==> src/rtl/mem_arbiter.sv <==
// Round-robin arbiter sharing one 32x8 memory port between two requesters,
// with an optional per-port lock bounded by a timeout.
module mem_arbiter #(
  parameter int unsigned AW              = 5,
  parameter int unsigned DW              = 8,
  parameter int unsigned MAX_LOCK_CYCLES = 16
) (
  input  logic          clk,
  input  logic          rst_n,
  input  logic          req0,
  input  logic          req1,
  input  logic          we0,
  input  logic          we1,
  input  logic          lock0,
  input  logic          lock1,
  input  logic [AW-1:0] addr0,
  input  logic [AW-1:0] addr1,
  input  logic [DW-1:0] wdata0,
  input  logic [DW-1:0] wdata1,
  output logic          gnt0,
  output logic          gnt1,
  output logic [DW-1:0] rdata0,
  output logic [DW-1:0] rdata1,
  output logic          rvalid0,
  output logic          rvalid1,
  output logic [AW-1:0] mem_addr,
  output logic [DW-1:0] mem_wdata,
  output logic          mem_rd,
  output logic          mem_wr,
  input  logic [DW-1:0] mem_rdata
);

  localparam int unsigned CW = 8;
  localparam logic [CW-1:0] LOCK_MAX = CW'(MAX_LOCK_CYCLES);

  localparam logic [1:0] IDLE   = 2'd0;
  localparam logic [1:0] ACCESS = 2'd1;
  localparam logic [1:0] LOCKED = 2'd2;

  logic [1:0]    state_q, state_d;
  logic          owner_q, owner_d;
  logic [CW-1:0] cnt_q, cnt_d;
  logic          prio_q, prio_d;   // port favoured on the next tie
  logic          rd_port_q;        // which port the in-flight read belongs to
  logic          lock_held;
  logic          expired;

  // Next-state, lock bookkeeping and combinational grant
  always_comb begin
    state_d   = state_q;
    owner_d   = owner_q;
    cnt_d     = cnt_q;
    prio_d    = prio_q;
    gnt0      = 1'b0;
    gnt1      = 1'b0;
    lock_held = (state_q == LOCKED) && (owner_q ? lock1 : lock0);
    expired   = lock_held && (cnt_q >= LOCK_MAX);

    if (lock_held) begin
      state_d = LOCKED;
      cnt_d   = expired ? cnt_q : cnt_q + CW'(1);
      if (expired && (owner_q ? req0 : req1)) begin
        // timeout: the waiting port gets one beat, then the lock resumes
        gnt0  = owner_q;
        gnt1  = ~owner_q;
        cnt_d = '0;
      end else begin
        gnt0 = ~owner_q & req0;
        gnt1 = owner_q & req1;
      end
    end else begin
      if (req0 && (!req1 || !prio_q)) begin
        gnt0 = 1'b1;
      end else if (req1) begin
        gnt1 = 1'b1;
      end

      if ((gnt0 && lock0) || (gnt1 && lock1)) begin
        state_d = LOCKED;
        owner_d = gnt1;
        cnt_d   = '0;
      end else if (gnt0 || gnt1) begin
        state_d = ACCESS;
      end else begin
        state_d = IDLE;
      end
    end

    if (!rst_n) begin
      gnt0 = 1'b0;
      gnt1 = 1'b0;
    end

    if (gnt0) prio_d = 1'b1;
    if (gnt1) prio_d = 1'b0;
  end

  // State register and registered memory / response datapath
  always_ff @(posedge clk) begin
    if (!rst_n) begin
      state_q   <= IDLE;
      owner_q   <= 1'b0;
      cnt_q     <= '0;
      prio_q    <= 1'b0;
      rd_port_q <= 1'b0;
      mem_addr  <= '0;
      mem_wdata <= '0;
      mem_rd    <= 1'b0;
      mem_wr    <= 1'b0;
      rdata0    <= '0;
      rdata1    <= '0;
      rvalid0   <= 1'b0;
      rvalid1   <= 1'b0;
    end else begin
      state_q <= state_d;
      owner_q <= owner_d;
      cnt_q   <= cnt_d;
      prio_q  <= prio_d;

      mem_rd <= (gnt0 & ~we0) | (gnt1 & ~we1);
      mem_wr <= (gnt0 & we0) | (gnt1 & we1);
      if (gnt0 || gnt1) begin
        mem_addr  <= gnt1 ? addr1 : addr0;
        mem_wdata <= gnt1 ? wdata1 : wdata0;
        rd_port_q <= gnt1;
      end

      rvalid0 <= mem_rd & ~rd_port_q;
      rvalid1 <= mem_rd & rd_port_q;
      if (mem_rd && !rd_port_q) rdata0 <= mem_rdata;
      if (mem_rd && rd_port_q)  rdata1 <= mem_rdata;
    end
  end

endmodule
==> config.mk <==
export PLATFORM = sky130hd
export DESIGN_NAME = mem_arbiter
export DESIGN_NICKNAME = d
export VERILOG_FILES = /design/src/rtl/mem_arbiter.sv
export SDC_FILE = /design/constraint.sdc
export NUM_CORES = 1
export LEC_CHECK = 0
export CAP_MARGIN = 25
export CORE_AREA = 2 2 94 51
export CTS_CLUSTER_DIAMETER = 120
export DETAILED_ROUTE_END_ITERATION = 8
export DIE_AREA = 0 0 96 53
export PLACE_DENSITY = 0.88
export SLEW_MARGIN = 20
export SYNTH_ARGS = -nofsm -noshare
export SYNTH_HDL_FRONTEND = slang
export SYNTH_SLANG_ARGS = --single-unit
==> constraint.sdc <==
create_clock -name clk -period 4.55 [get_ports clk]
set_input_delay 1.1375 -clock clk [delete_from_list [all_inputs] [get_ports clk]]
set_output_delay 1.1375 -clock clk [all_outputs]
set_load 0.02 [all_outputs]
==> metrics.txt <==
critical register-to-register path startpoint=cnt_q[4]$_SDFFE_PN0P_; Synth top cells by count=sky130_fd_sc_hd__nand2_1 (54), sky130_fd_sc_hd__dfxtp_1 (46), sky130_fd_sc_hd__a21oi_1 (19); vias in the first global route=1737; starting density of the core=approximately 45%; max-cap check violation count=0; setup repair after global routing missed its margin=no; wire length per cell=14.9 um; path depth of the worst reg2reg path=6; syn avg cell area=around 8.3 um2; timing-limited maximum frequency=0.245 GHz; post-synthesis cell area=1900 um2; distinct cell type count of the synthesized netlist=37; total via count after detailed routing=just under 2000; clock tree sinks=46; top area cells in the synthesized netlist=sky130_fd_sc_hd__dfxtp_1 (48%), sky130_fd_sc_hd__nand2_1 (11%), sky130_fd_sc_hd__a21oi_1 (5.0%), sky130_fd_sc_hd__a31oi_1 (4.3%), sky130_fd_sc_hd__nor2_1 (3.0%); fraction of the yosys area taken by sequential cells=48.4%; Min-Delay Path Class=reg2reg; final slew viol count=0; Hold Path End=rdata0[1]$_SDFFE_PN0P_; part of the cycle the worst path needs=89.6%; row count=17; number of enable flip-flop cells after synthesis=0; fillcell total=354; buffers inserted by post-CTS timing repair=0; vias per inst=around 5.3; area share of the largest cell type after synthesis=48.4%; Min-Delay Path Depth=2; sum of routed wire length over all layers=5.40 mm; remaining max-slew budget at the tightest pin=between 40% and 50%; post-cts repair resize count=0; global routing usage summed across all routing layers=roughly 22%; number of buffers added to fix hold violations after cts=0; endpoint of the lowest-slack register-to-register path=mem_wdata[0]$_SDFFE_PN0P_; number of storage elements in the synthesis netlist=46; area of the die=slightly above 5000 um2; final critical-path required period=4080 ps; Setup Viol. Count Final=0; final hold violation count=0; number of cells in the finished layout apart from fillers=363; placeable core region=around 4200 um2; aggregate global routing overflow=0; Max Clock Skew=9.64 ps; startpoint-to-endpoint class of the critical path=in2out; drt pass-1 iters=4; top flip-flop cell by instance count after synthesis=sky130_fd_sc_hd__dfxtp_1; Post-Synthesis Net Count=274; Synth async-reset ratio=0%; count of port buffers added during placement=76; number of H-tree levels=2; FF-to-FF setup slack=2270 ps; cell type with the highest aggregate area in the netlist=sky130_fd_sc_hd__dfxtp_1; slew at the pin closest to its max-slew limit=784 ps; DRC marker count from the first detailed-route iteration=a little over 70; clk root buf=sky130_fd_sc_hd__clkbuf_8; GPL Wtd Cong=0.881; status=completed; remaining antenna violation count=0; number of nets in the layout=between 300 and 400; required time reported for the critical path endpoint=approximately 3400 ps; total power density per cell area=between 300 and 400 nW/um2; library cell with the highest instance count after synthesis=sky130_fd_sc_hd__nand2_1; residual DRC count=0; largest fanout on the critical path=6; cells after synthesis=between 200 and 250; TritonCTS clock tree=built; number of clock buffers inserted by TritonCTS=5; total instance count after detailed placement=356; area of the multi-input gates=910 um2; critical hold path startpoint=rdata0[1]$_SDFFE_PN0P_; Clock Tree Buf Depth=2; Setup crit start kind=primary input; number of synthesis warnings=0; total negative slack for setup checks=0 ps; clock edge transition at the registers on the reported setup and hold paths=~80 ps; die outline width=between 90 and 100 um; initial antenna violation count=0; height of the chip=~53 um; pin count of the biggest net entering global routing=29; clock latency on the worst-skew pair=290 ps; first-pass GRT wire length=8.51 mm; Layout Area Growth over Synthesis=47.4%; leakage power=1.02 nW; Peak supply drop=0.158 mV; data arrival time of the worst path=2940 ps; Boundary Pins=77; fraction of final layout cells sized beyond drive strength 1=7.19%; detailed-placement wirelength estimate=between 4 and 5 mm; Seq. cell area=between 900 and 1000 um2; element type at the critical path end=output pin; Critical path origin=lock0; Antenna Diode Count=0
## through the flow
step	area, um2	total power, mW	hold WS (ps)	setup WS, ps	util (%)
2_1_floorplan	1900	0.529	451	1150	-
3_3_place_gp	2730	0.617	443	537	64.4
3_5_place_dp	2730	0.621	450	489	64.4
4_1_cts	2810	0.852	462	483	66.3
5_1_grt	2810	0.888	471	386	66.3
6_report	2810	0.843	458	473	66.3
## cells by family (layout without fill, tap and decap cells)
kind of cell,after synthesis,in the layout,synth area share [%]
xor+xnor,3,3,1.38
mux,3,3,1.97
fa+ha+maj,2,2,1.31
simple gates,97,97,22.7
flops,46,46,48.4
buf+inv,18,94,3.81
compound gates,61,61,20.4
## routing by layer
metal | track usage [%] | share of wire [%] | vias to the layer above
li1 | - | - | 952
met1 | 31.3 | 48 | 907
met2 | 34.6 | 44 | 66
met3 | 4.84 | 6.9 | 6
met4 | 5.24 | 0.59 | 0
met5 | 0 | 0 | -
## critical path, stage by stage
cell and delay (ps):
sky130_fd_sc_hd__clkdlybuf4s50_1 440, sky130_fd_sc_hd__mux2_4 320, sky130_fd_sc_hd__nand2_1 150, sky130_fd_sc_hd__o211ai_1 160, sky130_fd_sc_hd__nor2_1 120, sky130_fd_sc_hd__clkdlybuf4s50_1 620
## sequential cells by signal (all words and copies together) (netlist names)
name / flops
cnt_q: 8
mem_rd: 1
mem_wdata: 8
rvalid1: 1
mem_wr: 1
prio_q: 1
rvalid0: 1
rdata1: 8
state_q: 2
mem_addr: 5
rdata0: 8
owner_q: 1
rd_port_q: 1
## how the worst max path moves through the flow
stage                      end  depth (start not counted)
after floorplan           gnt1                          6
after global placement    gnt1                          6
after detailed placement  gnt1                          6
after CTS                 gnt1                          6
after global routing      gnt1                          6
final                     gnt1                          6
## layout by cell type, fill, tap and decap left out, types with 3 or more instances in the layout
cell                              netlist  layout
sky130_fd_sc_hd__clkdlybuf4s50_1        0      76
sky130_fd_sc_hd__nand2_1               54      54
sky130_fd_sc_hd__dfxtp_1               46      46
sky130_fd_sc_hd__a21oi_1               19      19
sky130_fd_sc_hd__nor2_1                15      15
sky130_fd_sc_hd__a31oi_1               13      13
sky130_fd_sc_hd__o21ai_0               11      11
sky130_fd_sc_hd__nand3_1               10      10
sky130_fd_sc_hd__buf_4                  0       6
sky130_fd_sc_hd__inv_1                  5       5
sky130_fd_sc_hd__clkbuf_8               0       5
sky130_fd_sc_hd__nand2b_1               3       3
sky130_fd_sc_hd__and2_1                 3       3
sky130_fd_sc_hd__o2bb2ai_1              3       3
sky130_fd_sc_hd__a31o_2                 3       3
sky130_fd_sc_hd__xnor2_1                3       3
## where the power goes
group          leakage [nW]  total, mW  switching (mW)  internal, mW
logic                 0.602      0.173          0.0835        0.0899
clock network        0.0438      0.230           0.127         0.103
registers             0.376      0.440          0.0160         0.424
total                  1.02      0.843           0.226         0.617
## layout make-up
| class | instances | share of cell area [%] |
|---|---|---|
| clock buffer | 5 | 2.45 |
| clock inverter | 2 | 0.357 |
| inverter | 5 | 0.669 |
| multi-input combinational | 166 | 32.4 |
| sequential | 46 | 32.8 |
| tap | 57 | 2.54 |
| timing repair buffer | 82 | 28.7 |
(Power assumes the default switching activity.)
==> variant 1, RTL diff (same settings) <==
Set the parameter `AW` to 6 (it was 5).
--- a/src/rtl/mem_arbiter.sv
+++ b/src/rtl/mem_arbiter.sv
@@ -1,7 +1,7 @@
 // Round-robin arbiter sharing one 32x8 memory port between two requesters,
 // with an optional per-port lock bounded by a timeout.
 module mem_arbiter #(
-  parameter int unsigned AW              = 5,
+  parameter int unsigned AW              = 6,
   parameter int unsigned DW              = 8,
   parameter int unsigned MAX_LOCK_CYCLES = 16
 ) (
Interface: changed (resized addr0, addr1 and mem_addr); port bits go from 77 to 80. The function was not compared with the original's and may differ.
==> variant 1 against the unedited design <==
Sequential cell count is 1 higher; register-to-register slack worse by 0.17 ns; wire length is 2.6% higher; area after synthesis is 2.6% higher; cell count is 1.9% higher; total power is 17% higher; design area is 4.4% higher; worst setup slack worse by 0.0051 ns; highest routed layer unchanged.
==> variant 1: results <==
set metrics [dict create \
    slew_headroom_pct 37.2 \
    min_from "rdata1[1]$_SDFFE_PN0P_" \
    r2r-start "owner_q$_SDFFE_PN0P_" \
    wl_per_cell_um 15.0 \
    drt_first_iter_violations 110 \
    grt_pass1_vias 1738 \
    dpl.hpwl_mm 4.21 \
    grtUsageTotal_pct 22.5 \
    fin_worst_skew_ns 0.00465 \
    vias 1941 \
    routabilityCongestion 0.824 \
    start_util_pct 46.1 \
    synthDistinctLibCells 39 \
    ir_drop_v 0.000190 \
    hold_path_end "rdata1[1]$_SDFFE_PN0P_" \
    r2r_end "cnt_q[4]$_SDFFE_PN0P_" \
    outcome "finished, final reports clean" \
    port_buffers 79 \
    synth_area_leaders "dfxtp_1 48%, nand2_1 11%, a21oi_1 4.9%" \
    grt_pass1_wl_mm 8.54 \
    crit_arrival_ns 2.95 \
    nets 358 \
    met1_usage_pct 31.8 \
    nFillCells 349 \
    p_sw_share_pct 24.2 \
    synth_nets 280 \
    dr.pass1.iters 6 \
    reg2reg_slack_ns 2.10 \
    gr-usage-met2_pct 33.4 \
    p_leak_nw 1.06 \
    ff2ff_path_depth 5 \
    met3_usage_pct 6.55 \
]
==> variant 1: area by class of cell <==
class / count / area [µm²] / share of cell area (%)
clock buffers: 6 / 72.6 / 2.48
clock inverters: 2 / 60.1 / 2.05
inverters: 6 / 22.5 / 0.769
multi-input cells: 168 / 932 / 31.8
flip-flops and latches: 47 / 941 / 32.1
well taps: 57 / 71.3 / 2.44
repair buffers: 84 / 828 / 28.3
==> variant 1: cells by family (layout without fill, tap and decap cells) <==
logic type                 after synthesis  count (layout)  share of synthesized area (%)
adders and majority gates                2               2                           1.28
muxes                                    3               3                           1.92
and+or+nand+nor                         97              97                           21.9
xor gates and xnor gates                 3               3                           1.35
AOI/OAI and AO/OA                       63              63                           21.3
buffers and inverters                   19              98                           4.04
DFF                                     47              47                           48.2
==> variant 1: worst max-delay path, stage by stage <==
cell and delay (ns):
clkdlybuf4s50_1 0.57, nand2_1 0.11, mux2_2 0.30, o211ai_2 0.17, nor2_1 0.07, clkdlybuf4s50_1 0.58
==> variant 1: power groups by stage <==
stage                     Clock (mW)  Combinational (mW)  Sequential [mW]
final                          0.354               0.183            0.449
after global placement             0               0.178            0.458
after CTS                      0.360               0.183            0.449
after floorplan                    0              0.0687            0.476
after detailed placement           0               0.182            0.458
after global routing           0.376               0.198            0.452
==> variant 1: layer usage <==
layer  vias up  routed length (µm)
li1        967                   -
met1       880                2670
met2        88                2300
met3         6                 499
met4         0                  65
met5         -                   0
==> variant 1: how the worst max path moves through the flow <==
stage	to	cells after the start	slack, ns	from
6_report	gnt1	6	0.47	req0
4_1_cts	gnt0	6	0.49	lock1
2_1_floorplan	gnt1	6	1.15	lock0
3_5_place_dp	gnt0	6	0.49	lock1
3_3_place_gp	gnt1	6	0.52	lock1
5_1_grt	gnt1	6	0.39	req0
==> variant 1: through the flow <==
stage | hold slack, ns | instances | utilization (%) | instance area, µm² | worst slack, ns
floorplan | 0.422 | 234 | - | 1950 | 1.15
global placement | 0.438 | 362 | 66.0 | 2800 | 0.525
detailed placement | 0.446 | 362 | 66.0 | 2800 | 0.489
CTS | 0.458 | 370 | 69.2 | 2930 | 0.490
global route | 0.474 | 370 | 69.2 | 2930 | 0.392
finish | 0.459 | 370 | 69.2 | 2930 | 0.467
==> variant 2, RTL diff (same flow settings) <==
Made on the original files. Reset style: asynchronous (`rst_n`), changed in one clocked block.
--- a/src/rtl/mem_arbiter.sv
+++ b/src/rtl/mem_arbiter.sv
@@ -96,7 +96,7 @@
   end
 
   // State register and registered memory / response datapath
-  always_ff @(posedge clk) begin
+  always_ff @(posedge clk or negedge rst_n) begin
     if (!rst_n) begin
       state_q   <= IDLE;
       owner_q   <= 1'b0;
Check against the original RTL: differs if rst_n is asserted again (counterexample within 4 cycles, from zero or initial values and one cycle with rst_n low); with rst_n held inactive, the same outputs for 10 cycles.
==> variant 2 against the unedited design <==
Sequential cell count stayed put; clock skew is 0.0025 ns higher; design area is 4.5% higher; global-route usage is 0.98 points lower; wire length is 3.2% lower; worst setup slack worse by 0.13 ns; area after synthesis is 5.9% higher; count of clock-buffer cells in the layout is 2 higher; critical endpoint unchanged; highest routed layer unchanged.
Power is not compared: it rests on default switching activity, and its combinational part moved more than twofold at a synthesized area within 25%.
==> variant 2: results <==
set metrics [dict create \
    clock_path_buffers 2 \
    clockRootBuffer "clkbuf_8" \
    hp-class "reg2reg" \
    crit_arrival_ns 3.07 \
    postCtsSetupRepairBufs 0 \
    hold_depth 1 \
    grt_pass1_wl_mm 7.91 \
    synthArstFlopShare_pct 100 \
    layout-drive-gt1-share_pct 15.5 \
    grt_antenna_before_repair 0 \
    grt_max_degree 47 \
    dr.pass1.iters 5 \
    placed_cells 294 \
    cts_buffers 5 \
    synth_top_area_share_pct 57.1 \
    synth_nets 207 \
    dpl.hpwl_mm 3.90 \
    fin_worst_skew_ns 0.0122 \
    fin_cells 302 \
    p_leak_nw 1.26 \
    synth_area_leaders "dfrtp_1 57%, mux2_2 9.5%, a221o_1 6.5%" \
    ys.warnings.count 0 \
    min_from "rdata1[2]$_DFFE_PN0P_" \
    reg2reg_slack_ns 2.04 \
    port_buffers 76 \
    grt_pass1_vias 1594 \
    htreeDepth 2 \
    synthDistinctLibCells 38 \
    drt_first_iter_violations 133 \
    path_clk_slew_ns 0.09 \
    vias 1651 \
    clkLatencyLatePin_ns 0.29 \
    yosysSeqAreaShare_pct 57.1 \
    syn_avg_cell_area_um2 12.4 \
    max_slew.worst_pin.slew_ns 0.864 \
    routabilityCongestion 0.869 \
    hold_path_end "rdata1[2]$_DFFE_PN0P_" \
    fin_hold_ws_ns 0.514 \
    cp_max_fo 6 \
    antenna_cells_inserted 0 \
    wl_mm 5.22 \
    synth_commonest_cells "46 x dfrtp_1, 17 x mux2_2, 13 x a221o_1" \
    outcome "finished, final reports clean" \
    r2r_end "mem_addr[3]$_DFFE_PN0P_" \
    nFillCells 315 \
    pre_cts_ws_ns 0.353 \
    r2r-start "cnt_q[4]$_DFFE_PN0P_" \
    grtUsageTotal_pct 21.2 \
]
-- variant 2: cell count changes after synthesis, moves of 11 or more --
| cell | before | now |
|---|---|---|
| dfrtp_1 | 0 | 46 |
| dfxtp_1 | 46 | 0 |
| nand2_1 | 54 | 11 |
| a21oi_1 | 19 | 3 |
| mux2_2 | 2 | 17 |
| a221o_1 | 0 | 13 |
| a31oi_1 | 13 | 2 |
-- variant 2: metal layers --
layer,vias to the layer above,track usage [%],wire (µm),part of all wire (%)
met1,807,28.5,2300,44
li1,757,-,-,-
met3,2,6.13,483,9.2
met4,0,2.86,20,0.38
met2,85,35.3,2420,46
met5,-,0,0,0
-- variant 2: through the flow --
step | power (mW) | area (µm²)
global placement | 1.27 | 2830
CTS | 1.56 | 2930
detailed placement | 1.29 | 2830
finish | 1.56 | 2930
floorplan | 0.950 | 2020
global route | 1.63 | 2930
-- variant 2: cell families after synthesis --
| kind of cell | after synthesis | share of synthesized area, % |
|---|---|---|
| compound gates | 40 | 16.0 |
| fa+ha+maj | 2 | 1.24 |
| buf+inv | 12 | 3.23 |
| flops | 46 | 57.1 |
| mux | 19 | 10.5 |
| simple gates | 44 | 12.0 |
-- variant 2: power breakdown --
group	switching, mW	internal [mW]	total (mW)
combinational	0.318	0.344	0.662
clock	0.132	0.139	0.271
sequential	0.0834	0.540	0.623
-- variant 2: cell type report --
class / instances / area, µm² / share of cell area [%]
Multi-Input combinational cell: 105 / 800 / 27.3
Tap cell: 57 / 71.3 / 2.43
Clock buffer: 7 / 96.3 / 3.29
Sequential cell: 46 / 1150 / 39.3
Timing Repair Buffer: 79 / 778 / 26.5
Inverter: 7 / 26.3 / 0.896
Clock inverter: 1 / 8.76 / 0.299
-- variant 2: how the worst max path moves through the flow --
stage                     slack [ns]  depth (start not counted)  start  endpoint
after global routing            0.27                          7  lock1      gnt1
final                           0.34                          7  lock1      gnt1
after global placement          0.40                          7  lock1      gnt1
after CTS                       0.34                          7  lock1      gnt1
after floorplan                 1.37                          6  lock1      gnt1
after detailed placement        0.35                          7  lock1      gnt1
-- variant 2: worst max-delay path, cell delays in order --
cell,delay [ns]
clkdlybuf4s50_1,0.50
mux2_2,0.35
nand3_1,0.14
o211a_2,0.21
nand2_2,0.08
inv_2,0.06
clkdlybuf4s50_1,0.60
